==> src/rtl/traffic_light_controller_param.sv <==
// Highway/farm traffic light FSM with configurable phase lengths and all-red clearance.
// Define TLC_PED_EN to enable the pedestrian request / walk feature.
module traffic_light_controller_param #(
    parameter int unsigned TIMER_W        = 8,
    parameter int unsigned MIN_GREEN      = 20,
    parameter int unsigned MAX_FARM_GREEN = 40,
    parameter int unsigned YELLOW_TIME    = 5,
    parameter int unsigned ALL_RED_TIME   = 2
) (
    input  logic       clk,
    input  logic       rst_n,
    input  logic       sensor,
    input  logic       ped_req,
    output logic [1:0] highway_light,
    output logic [1:0] farm_light,
    output logic       walk,
    output logic [2:0] phase
);

    typedef enum logic [2:0] {
        StHgre  = 3'd0,
        StHyel  = 3'd1,
        StAred1 = 3'd2,
        StFgre  = 3'd3,
        StFyel  = 3'd4,
        StAred2 = 3'd5
    } state_e;

    localparam logic [1:0] LightGreen  = 2'b00;
    localparam logic [1:0] LightYellow = 2'b01;
    localparam logic [1:0] LightRed    = 2'b10;

    // Farm green held this long against a sensor drop when a pedestrian caused the change
    localparam int unsigned PedHold = (MIN_GREEN < MAX_FARM_GREEN) ? MIN_GREEN : MAX_FARM_GREEN;

    state_e             state_q, state_d;
    logic [TIMER_W-1:0] timer_q, timer_d;
    logic [1:0]         highway_d, farm_d;
    logic               walk_d;
    logic               ped_pending_q, ped_pending_d;
    logic               ped_cause_q, ped_cause_d;
    logic               expired, farm_hold_done;
    logic [TIMER_W:0]   farm_count;

    function automatic logic [TIMER_W-1:0] load_value(input state_e s);
        int unsigned dur;
        case (s)
            StHgre:         dur = MIN_GREEN;
            StHyel, StFyel: dur = YELLOW_TIME;
            StFgre:         dur = MAX_FARM_GREEN;
            default:        dur = ALL_RED_TIME;
        endcase
        return TIMER_W'(dur - 1);
    endfunction

    always_comb begin
        expired        = (timer_q == '0);
        // Cycles spent in farm green so far, counting the current one
        farm_count     = (TIMER_W+1)'(MAX_FARM_GREEN) - {1'b0, timer_q};
        farm_hold_done = ped_cause_q ? (farm_count >= (TIMER_W+1)'(PedHold)) : 1'b1;

        state_d = state_q;
        case (state_q)
            StHgre:  if (expired && (sensor || ped_pending_q)) state_d = StHyel;
            StHyel:  if (expired) state_d = StAred1;
            StAred1: if (expired) state_d = StFgre;
            StFgre:  if ((!sensor && farm_hold_done) || expired) state_d = StFyel;
            StFyel:  if (expired) state_d = StAred2;
            StAred2: if (expired) state_d = StHgre;
            default: state_d = StAred2;
        endcase

        if (state_d != state_q) begin
            timer_d = load_value(state_d);
        end else if (expired) begin
            timer_d = '0;
        end else begin
            timer_d = timer_q - TIMER_W'(1);
        end

        highway_d = LightRed;
        farm_d    = LightRed;
        case (state_d)
            StHgre:  highway_d = LightGreen;
            StHyel:  highway_d = LightYellow;
            StFgre:  farm_d    = LightGreen;
            StFyel:  farm_d    = LightYellow;
            default: ;
        endcase
    end

`ifdef TLC_PED_EN
    logic leave_hgre;

    always_comb begin
        leave_hgre    = (state_q == StHgre) && (state_d == StHyel);
        ped_pending_d = leave_hgre ? 1'b0 : (ped_pending_q | ped_req);
        ped_cause_d   = leave_hgre ? ped_pending_q : ped_cause_q;
        walk_d        = (state_d == StFgre);
    end
`else
    logic unused_ped_req;

    assign unused_ped_req = ped_req;
    assign ped_pending_d  = 1'b0;
    assign ped_cause_d    = 1'b0;
    assign walk_d         = 1'b0;
`endif

    always_ff @(posedge clk) begin
        if (!rst_n) begin
            state_q       <= StHgre;
            timer_q       <= load_value(StHgre);
            ped_pending_q <= 1'b0;
            ped_cause_q   <= 1'b0;
            highway_light <= LightGreen;
            farm_light    <= LightRed;
            walk          <= 1'b0;
        end else begin
            state_q       <= state_d;
            timer_q       <= timer_d;
            ped_pending_q <= ped_pending_d;
            ped_cause_q   <= ped_cause_d;
            highway_light <= highway_d;
            farm_light    <= farm_d;
            walk          <= walk_d;
        end
    end

    assign phase = state_q;

endmodule

==> config.mk <==
export PLATFORM = sky130hd
export DESIGN_NAME = traffic_light_controller_param
export DESIGN_NICKNAME = d
export VERILOG_FILES = /design/src/rtl/traffic_light_controller_param.sv
export SDC_FILE = /design/constraint.sdc
export NUM_CORES = 1
export LEC_CHECK = 0
export BUFFER_PORTS_ARGS = -buffer_cell sky130_fd_sc_hd__buf_2
export CAP_MARGIN = 20
export CORE_MARGIN = 1
export CORE_UTILIZATION = 30
export DETAILED_ROUTE_END_ITERATION = 8
export GPL_TIMING_DRIVEN = 0
export PLACE_DENSITY = 0.49
export SETUP_SLACK_MARGIN = 0.5
export SYNTH_ARGS = -nofsm -noshare
export SYNTH_HDL_FRONTEND = slang
export SYNTH_SLANG_ARGS = --single-unit
==> constraint.sdc <==
create_clock -name clk -period 1.8 [get_ports clk]
set_input_delay 0.18 -clock clk [delete_from_list [all_inputs] [get_ports clk]]
set_output_delay 0.18 -clock clk [all_outputs]
set_load 0.01 [all_outputs]
==> results of run 1 <==
[kinds of logic after synthesis]
logic type               after synthesis
flip-flops                            15
XOR/XNOR                               3
buffers and inverters                  8
AND/OR/NAND/NOR                       39
other                                  1
AO/OA/AOI/OAI                         27
adder cells (fa/ha/maj)                1
[critical path, stage by stage (launching register included)]
cell and delay (ps):
dfxtp_2 330, inv_2 60, ha_4 130, or4b_4 470
buf_12 150, nor3_4 140, buf_6 130, o21a_1 100
o31a_1 130
[repair_timing]
action                                  in CTS  in global routing
endpoints found under the setup margin      15                 15
pin swaps                                   14                  7
gates resized for setup                     15                  8
cloned                                       0                  0
hold endpoints to repair                     0                  0
buffers inserted                             7                  1
[cell type report]
type | count | area, um2
inverter | 3 | 11.3
buffer | 5 | 25.0
sequential | 15 | 303
fill | 240 | 1380
multi-input combinational | 71 | 551
tap | 30 | 37.5
clock buffer | 4 | 26.3
timing repair buffer | 17 | 125
[power breakdown]
| group | internal [mW] | switching (mW) |
|---|---|---|
| registers | 0.342 | 0.0119 |
| logic | 0.0304 | 0.0327 |
| clock network | 0.0862 | 0.110 |
[metal layers]
layer  GRT usage [%]  up-vias
met5               0        -
met4            8.33        0
met3            3.16        6
met2            25.3       11
met1            18.9      358
li1                -      382
[flip-flops by register name, indices dropped and copies added (netlist names)]
signal	count
highway_light	2
timer_q	8
phase	3
farm_light	2
[worst max path at each step]
| stage | cells past startpoint | slack [ps] | from | end |
|---|---|---|---|---|
| after floorplan | 5 | 160 | timer_q[1] | timer_q[6] |
| after global placement | 6 | 7 | timer_q[0] | highway_light[1] |
| after detailed placement | 6 | 20 | timer_q[1] | highway_light[1] |
| after CTS | 8 | 120 | timer_q[1] | phase[0] |
| after global routing | 8 | 30 | timer_q[1] | timer_q[0] |
| final | 8 | 100 | timer_q[1] | phase[0] |
[per-stage QoR]
step	utilization, %	total power, mW	instances
6_report	43.9	0.612	145
5_1_grt	43.9	0.649	145
4_1_cts	42.5	0.615	144
3_5_place_dp	35.9	0.407	133
3_3_place_gp	35.9	0.407	133
2_1_floorplan	-	0.393	94
[placed cells by master, fill, tap and decap left out, types with 2 or more instances in the layout]
| master | Yosys | final |
|---|---|---|
| clkbuf_1 | 4 | 3 |
| dfxtp_2 | 0 | 2 |
| nor2b_1 | 3 | 3 |
| xnor2_1 | 3 | 3 |
| o21a_1 | 2 | 2 |
| dfxtp_1 | 15 | 13 |
| nand2_1 | 9 | 7 |
| nor3_1 | 3 | 2 |
| nand2_2 | 0 | 2 |
| o31a_1 | 2 | 2 |
| o211ai_1 | 2 | 2 |
| inv_2 | 0 | 2 |
| clkbuf_4 | 0 | 3 |
| buf_4 | 1 | 6 |
| buf_6 | 0 | 2 |
| nand2b_1 | 2 | 2 |
| a21oi_1 | 8 | 6 |
| nand3_1 | 4 | 2 |
| clkbuf_2 | 0 | 2 |
| o21ai_0 | 5 | 3 |
| nor2_1 | 6 | 6 |
| o21ai_1 | 1 | 3 |
| buf_2 | 0 | 9 |
==> impl_metrics.env, run 1 <==
export IMPL_synth_main_ff_cell="dfxtp_1"
export IMPL_synth_xor_area_share_pct=3.39
export IMPL_finClkSkew_ps=2.36
export IMPL_clock_sinks=15
export IMPL_synth_top_family_by_area="simple AND/OR/NAND/NOR gates"
export IMPL_fmaxAchievable_mhz=588
export IMPL_place_ws_ps=16.2
export IMPL_grt_pass1_wl_um=3130
export IMPL_pwr_density_cell_mw_per_mm2=568
export IMPL_route_met2_wl_um=887
export IMPL_ys_warn_count=0
export IMPL_drtIter0Drc=8
export IMPL_synth_mux_area_fraction_pct=0
export IMPL_syn_area_um2=776
export IMPL_synth_cell_types=38
export IMPL_leakagePower_nw=0.405
export IMPL_yosys_area_top_type="dfxtp_1"
export IMPL_drv_slew=0
export IMPL_tns_ps=0
export IMPL_ir_drop_mv=0.398
export IMPL_hold_violations=0
export IMPL_wl_met1_um=848
export IMPL_worst_slack_ps=99.0
export IMPL_hold_end="highway_light[0]"
export IMPL_rows=18
export IMPL_yosys_area_share_adder_pct=1.61
export IMPL_postRouteWirelength_um=1830
export IMPL_routabilityCongestion=0.791
export IMPL_ys_async_sr_fraction_pct=0
export IMPL_wl_per_cell_um=12.6
export IMPL_hp_class="in -> reg"
export IMPL_worst_pin_slew_ps=543
export IMPL_numCtsBuffers=3
export IMPL_worstSetupPathType="reg -> reg"
export IMPL_ctsHoldBuffers=0
export IMPL_cp_end_kind="flip-flop"
export IMPL_drc=0
export IMPL_synth_compound_area_share_pct=22.4
export IMPL_setup_violations=0
export IMPL_antennaDiodeCount=0
export IMPL_layout_nets=121
export IMPL_synth_most_common_cell="dfxtp_1"
export IMPL_syn_num_nets=99
export IMPL_hpwl_um=1250
export IMPL_ys_ff_latch=15
export IMPL_status="finished, final reports clean"
export IMPL_syn_area_per_cell_um2=8.25
export IMPL_start_kind="flip-flop"
export IMPL_timing_rr_start="timer_q[1]"
export IMPL_die_w_um=52.9
export IMPL_ff2ff_path_depth=8
export IMPL_boundaryPins=12
export IMPL_synthCells=94
export IMPL_grt_pass1_vias=724
export IMPL_grt_start_max_net_pins=11
export IMPL_critPathArrivalTime_ps=1930
export IMPL_worst_hold_slack_ps=219
export IMPL_grt_util_all_layers_pct=15.5
export IMPL_cts_buffer_depth=2
export IMPL_gr_total_overflow=0
export IMPL_dr_max_layer_used="met4"
export IMPL_io_buffer_count=9
export IMPL_r2r_slack_ps=100
export IMPL_antenna_found_initial=0
export IMPL_cp_required_ps=2030
export IMPL_synth_edf_count=0
export IMPL_maxCapViolCount=0
export IMPL_rsz0062_at_grt="true"
export IMPL_dieArea_mm2=0.00279
export IMPL_critPathMaxFanout=3
export IMPL_period_share_pct=94.5
export IMPL_dr_pass1_iters=4
export IMPL_rr_endpoint="phase[0]"
export IMPL_via_per_inst=5.22
export IMPL_clkTransAtPathRegs_ps=90
export IMPL_design_area_mm2=0.00108
export IMPL_drive_gt1_share_pct=39.1
export IMPL_yosys_area_share_simple_pct=29.0
export IMPL_clk_latency_ps=290
export IMPL_ant_nets=0
export IMPL_synth_area_leaders="dfxtp_1 (39%), a21oi_1 (5.2%), nand2_1 (4.4%)"
export IMPL_tritoncts="yes"
export IMPL_placed_area_um2=881
export IMPL_worstHoldStart="sensor"
export IMPL_core_area_mm2=0.00245
export IMPL_synth_seq_area_share_pct=38.7
export IMPL_vias=757
export IMPL_wl_met3_um=51
export IMPL_layout_min_cycle_time_ps=1700
export IMPL_synth_top_cells_by_count="dfxtp_1 (15), nand2_1 (9), a21oi_1 (8)"
export IMPL_cts_root_buffer_cell="clkbuf_4"
export IMPL_whs_path_depth=3
export IMPL_yosysTopAreaCellShare_pct=38.7
export IMPL_max_slew_margin_pct=63.8
export IMPL_area_growth_pct=39.0
export IMPL_start_util_pct=31.6
export IMPL_cts_htree_levels=1
export IMPL_die_h_um=52.9
Note: power is estimated with default switching activity, not from simulation.
==> run 2, diff against run 1 <==
--- a/config.mk
+++ b/config.mk
@@ -8,8 +8,7 @@
 export BUFFER_PORTS_ARGS = -buffer_cell sky130_fd_sc_hd__buf_2
-export CAP_MARGIN = 20
 export CORE_MARGIN = 1
-export CORE_UTILIZATION = 30
+export CORE_UTILIZATION = 48
 export DETAILED_ROUTE_END_ITERATION = 8
 export GPL_TIMING_DRIVEN = 0
-export PLACE_DENSITY = 0.49
+export PLACE_DENSITY = 0.72
 export SETUP_SLACK_MARGIN = 0.5
==> constraint.sdc (replaced) <==
create_clock -name clk -period 1.8 [get_ports clk]
set_input_delay 0.09 -clock clk [delete_from_list [all_inputs] [get_ports clk]]
set_output_delay 0.09 -clock clk [all_outputs]
set_load 0.01 [all_outputs]
==> run 2 against run 1 <==
Clock power up 3%. Power up 2.7%. Cell area up 5.0%. Utilization up 31 points. Global-route usage up 8.3 points. Non-clock buffer count up 3. Sequential share of layout area down 0.89 points. Largest power group unchanged. Highest routed layer unchanged.
==> impl_metrics.env, run 2 (synthesis gave the netlist of run 1 again) <==
export IMPL_dr_pass1_iters=4
export IMPL_die_w_um=42.2
export IMPL_critPathArrivalTime_ps=1930
export IMPL_area_growth_pct=46.0
export IMPL_critPathMaxStageDelay_ps=510
export IMPL_hold_violations=0
export IMPL_antenna_found_initial=0
export IMPL_cp_top_family="simple AND/OR/NAND/NOR gates"
export IMPL_grt_pass1_vias=732
export IMPL_critPathMaxFanout=4
export IMPL_ant_nets=0
export IMPL_cts_htree_levels=1
export IMPL_grt_pass1_wl_um=3190
export IMPL_layout_nets=124
export IMPL_pwr_density_cell_mw_per_mm2=556
export IMPL_cts_buffer_depth=2
export IMPL_cts_root_buffer_cell="clkbuf_4"
export IMPL_wl_per_cell_um=15.3
export IMPL_max_slew_margin_pct=48.9
export IMPL_antennaDiodeCount=0
export IMPL_gr_total_overflow=0
export IMPL_cp_end_kind="flip-flop"
export IMPL_setup_violations=0
export IMPL_fmaxAchievable_mhz=587
export IMPL_p_sw_share_pct=26.4
export IMPL_worst_path_max_delay_cell="or4b_4"
export IMPL_rows=14
export IMPL_io_buffer_count=9
export IMPL_numCtsBuffers=3
export IMPL_leakagePower_nw=0.426
export IMPL_grt_util_all_layers_pct=23.8
export IMPL_postRouteWirelength_um=2040
export IMPL_crit_buf_inv=1
export IMPL_boundaryPins=12
export IMPL_ctsHoldBuffers=0
export IMPL_ir_drop_mv=0.479
export IMPL_hp_class="in -> reg"
export IMPL_start_kind="flip-flop"
export IMPL_period_share_pct=94.6
export IMPL_hpwl_um=1220
export IMPL_vias=793
export IMPL_utilization_pct=75.2
export IMPL_tns_ps=0
export IMPL_power_share_clock_pct=32.0
export IMPL_routabilityCongestion=0.882
export IMPL_maxCapViolCount=0
export IMPL_drive_gt1_share_pct=45.8
export IMPL_clkTransAtPathRegs_ps=90
export IMPL_path_cells="inv_2, ha_4, or4b_4, or4b_1, a21oi_1"
export IMPL_cp_required_ps=2030
export IMPL_dieArea_mm2=0.00178
export IMPL_rsz0062_at_grt="true"
export IMPL_layout_commonest_cell="dfxtp_1"
export IMPL_largest_register="timer_q"
export IMPL_combPwrFrac_pct=11.5
export IMPL_finClkSkew_ps=4.59
export IMPL_worst_pin_slew_ps=762
export IMPL_clock_sinks=15
export IMPL_switchingPower_mw=0.166
export IMPL_via_per_inst=5.92
export IMPL_core_area_mm2=0.00151
export IMPL_drtIter0Drc=18
export IMPL_worstSetupPathType="reg -> reg"
export IMPL_status="finished, final reports clean"
export IMPL_die_h_um=42.2
export IMPL_largest_reg_flops=8
export IMPL_drv_slew=0
export IMPL_drc=0
export IMPL_layout_min_cycle_time_ps=1700
export IMPL_clk_latency_ps=300
export IMPL_seq_power_share_pct=56.4
export IMPL_grt_start_max_net_pins=11
export IMPL_start_util_pct=51.5
export IMPL_tritoncts="yes"
export IMPL_p_int_mw=0.463
export IMPL_fill_cells=101
export IMPL_final_cell_mix="dfxtp_1 (11), buf_2 (9), nand2_1 (7), buf_4 (7)"
[run 2: power by group through the flow]
| stage | combinational [mW] | sequential (mW) | clock (mW) |
|---|---|---|---|
| 4_1_cts | 0.0575 | 0.354 | 0.203 |
| 5_1_grt | 0.0796 | 0.357 | 0.215 |
| 3_3_place_gp | 0.0444 | 0.361 | 0 |
| 3_5_place_dp | 0.0460 | 0.361 | 0 |
| 2_1_floorplan | 0.0347 | 0.358 | 0 |
| 6_report | 0.0726 | 0.355 | 0.201 |
[run 2: repair_timing]
| action | CTS | global route |
|---|---|---|
| resized for setup | 14 | 22 |
| setup buffers | 6 | 5 |
| pin swaps | 7 | 10 |
| endpoints found under the setup margin | 15 | 15 |
[run 2: layout make-up]
| class | count | area [um2] | share of cell area, % |
|---|---|---|---|
| clock buffers | 4 | 26.3 | 2.32 |
| flip-flops and latches | 15 | 308 | 27.2 |
| repair buffers | 20 | 146 | 12.9 |
| inverters | 3 | 11.3 | 0.994 |
| well taps | 16 | 20.0 | 1.77 |
| plain buffers | 5 | 23.8 | 2.10 |
| multi-input cells | 71 | 597 | 52.7 |
[run 2: tightest hold or removal path, cell delays in order]
cell,delay [ps]
buf_2,150
nand2_1,70
a211oi_1,50
[run 2: worst paths after layout]
kind | startpoint | to | slack, ps | cells after the start
hold / removal | sensor | highway_light[0] | 120 | 3
setup reg to reg | timer_q[0] | timer_q[6] | 100 | 5
hold reg to reg | timer_q[3] | timer_q[3] | 550 | 2
setup / recovery | timer_q[0] | timer_q[6] | 100 | 5
[run 2: stage by stage]
stage          std cells  hold slack [ps]  total power [mW]  area (um2)  setup WS, ps
2_1_floorplan         94              232             0.393         798           162
3_3_place_gp         119              398             0.405         863          42.9
3_5_place_dp         119              406             0.407         863          11.5
4_1_cts              129              110             0.614         991           107
5_1_grt              134              138             0.651        1130          23.6
6_report             134              119             0.629        1130          97.5
[run 2: layer usage]
metal	up-vias	GRT usage, %	part of all wire (%)
met5	-	0	0
met4	0	15.6	2.5
met3	6	5.17	3.9
met2	25	37.8	51
met1	377	28.7	42
li1	385	-	-
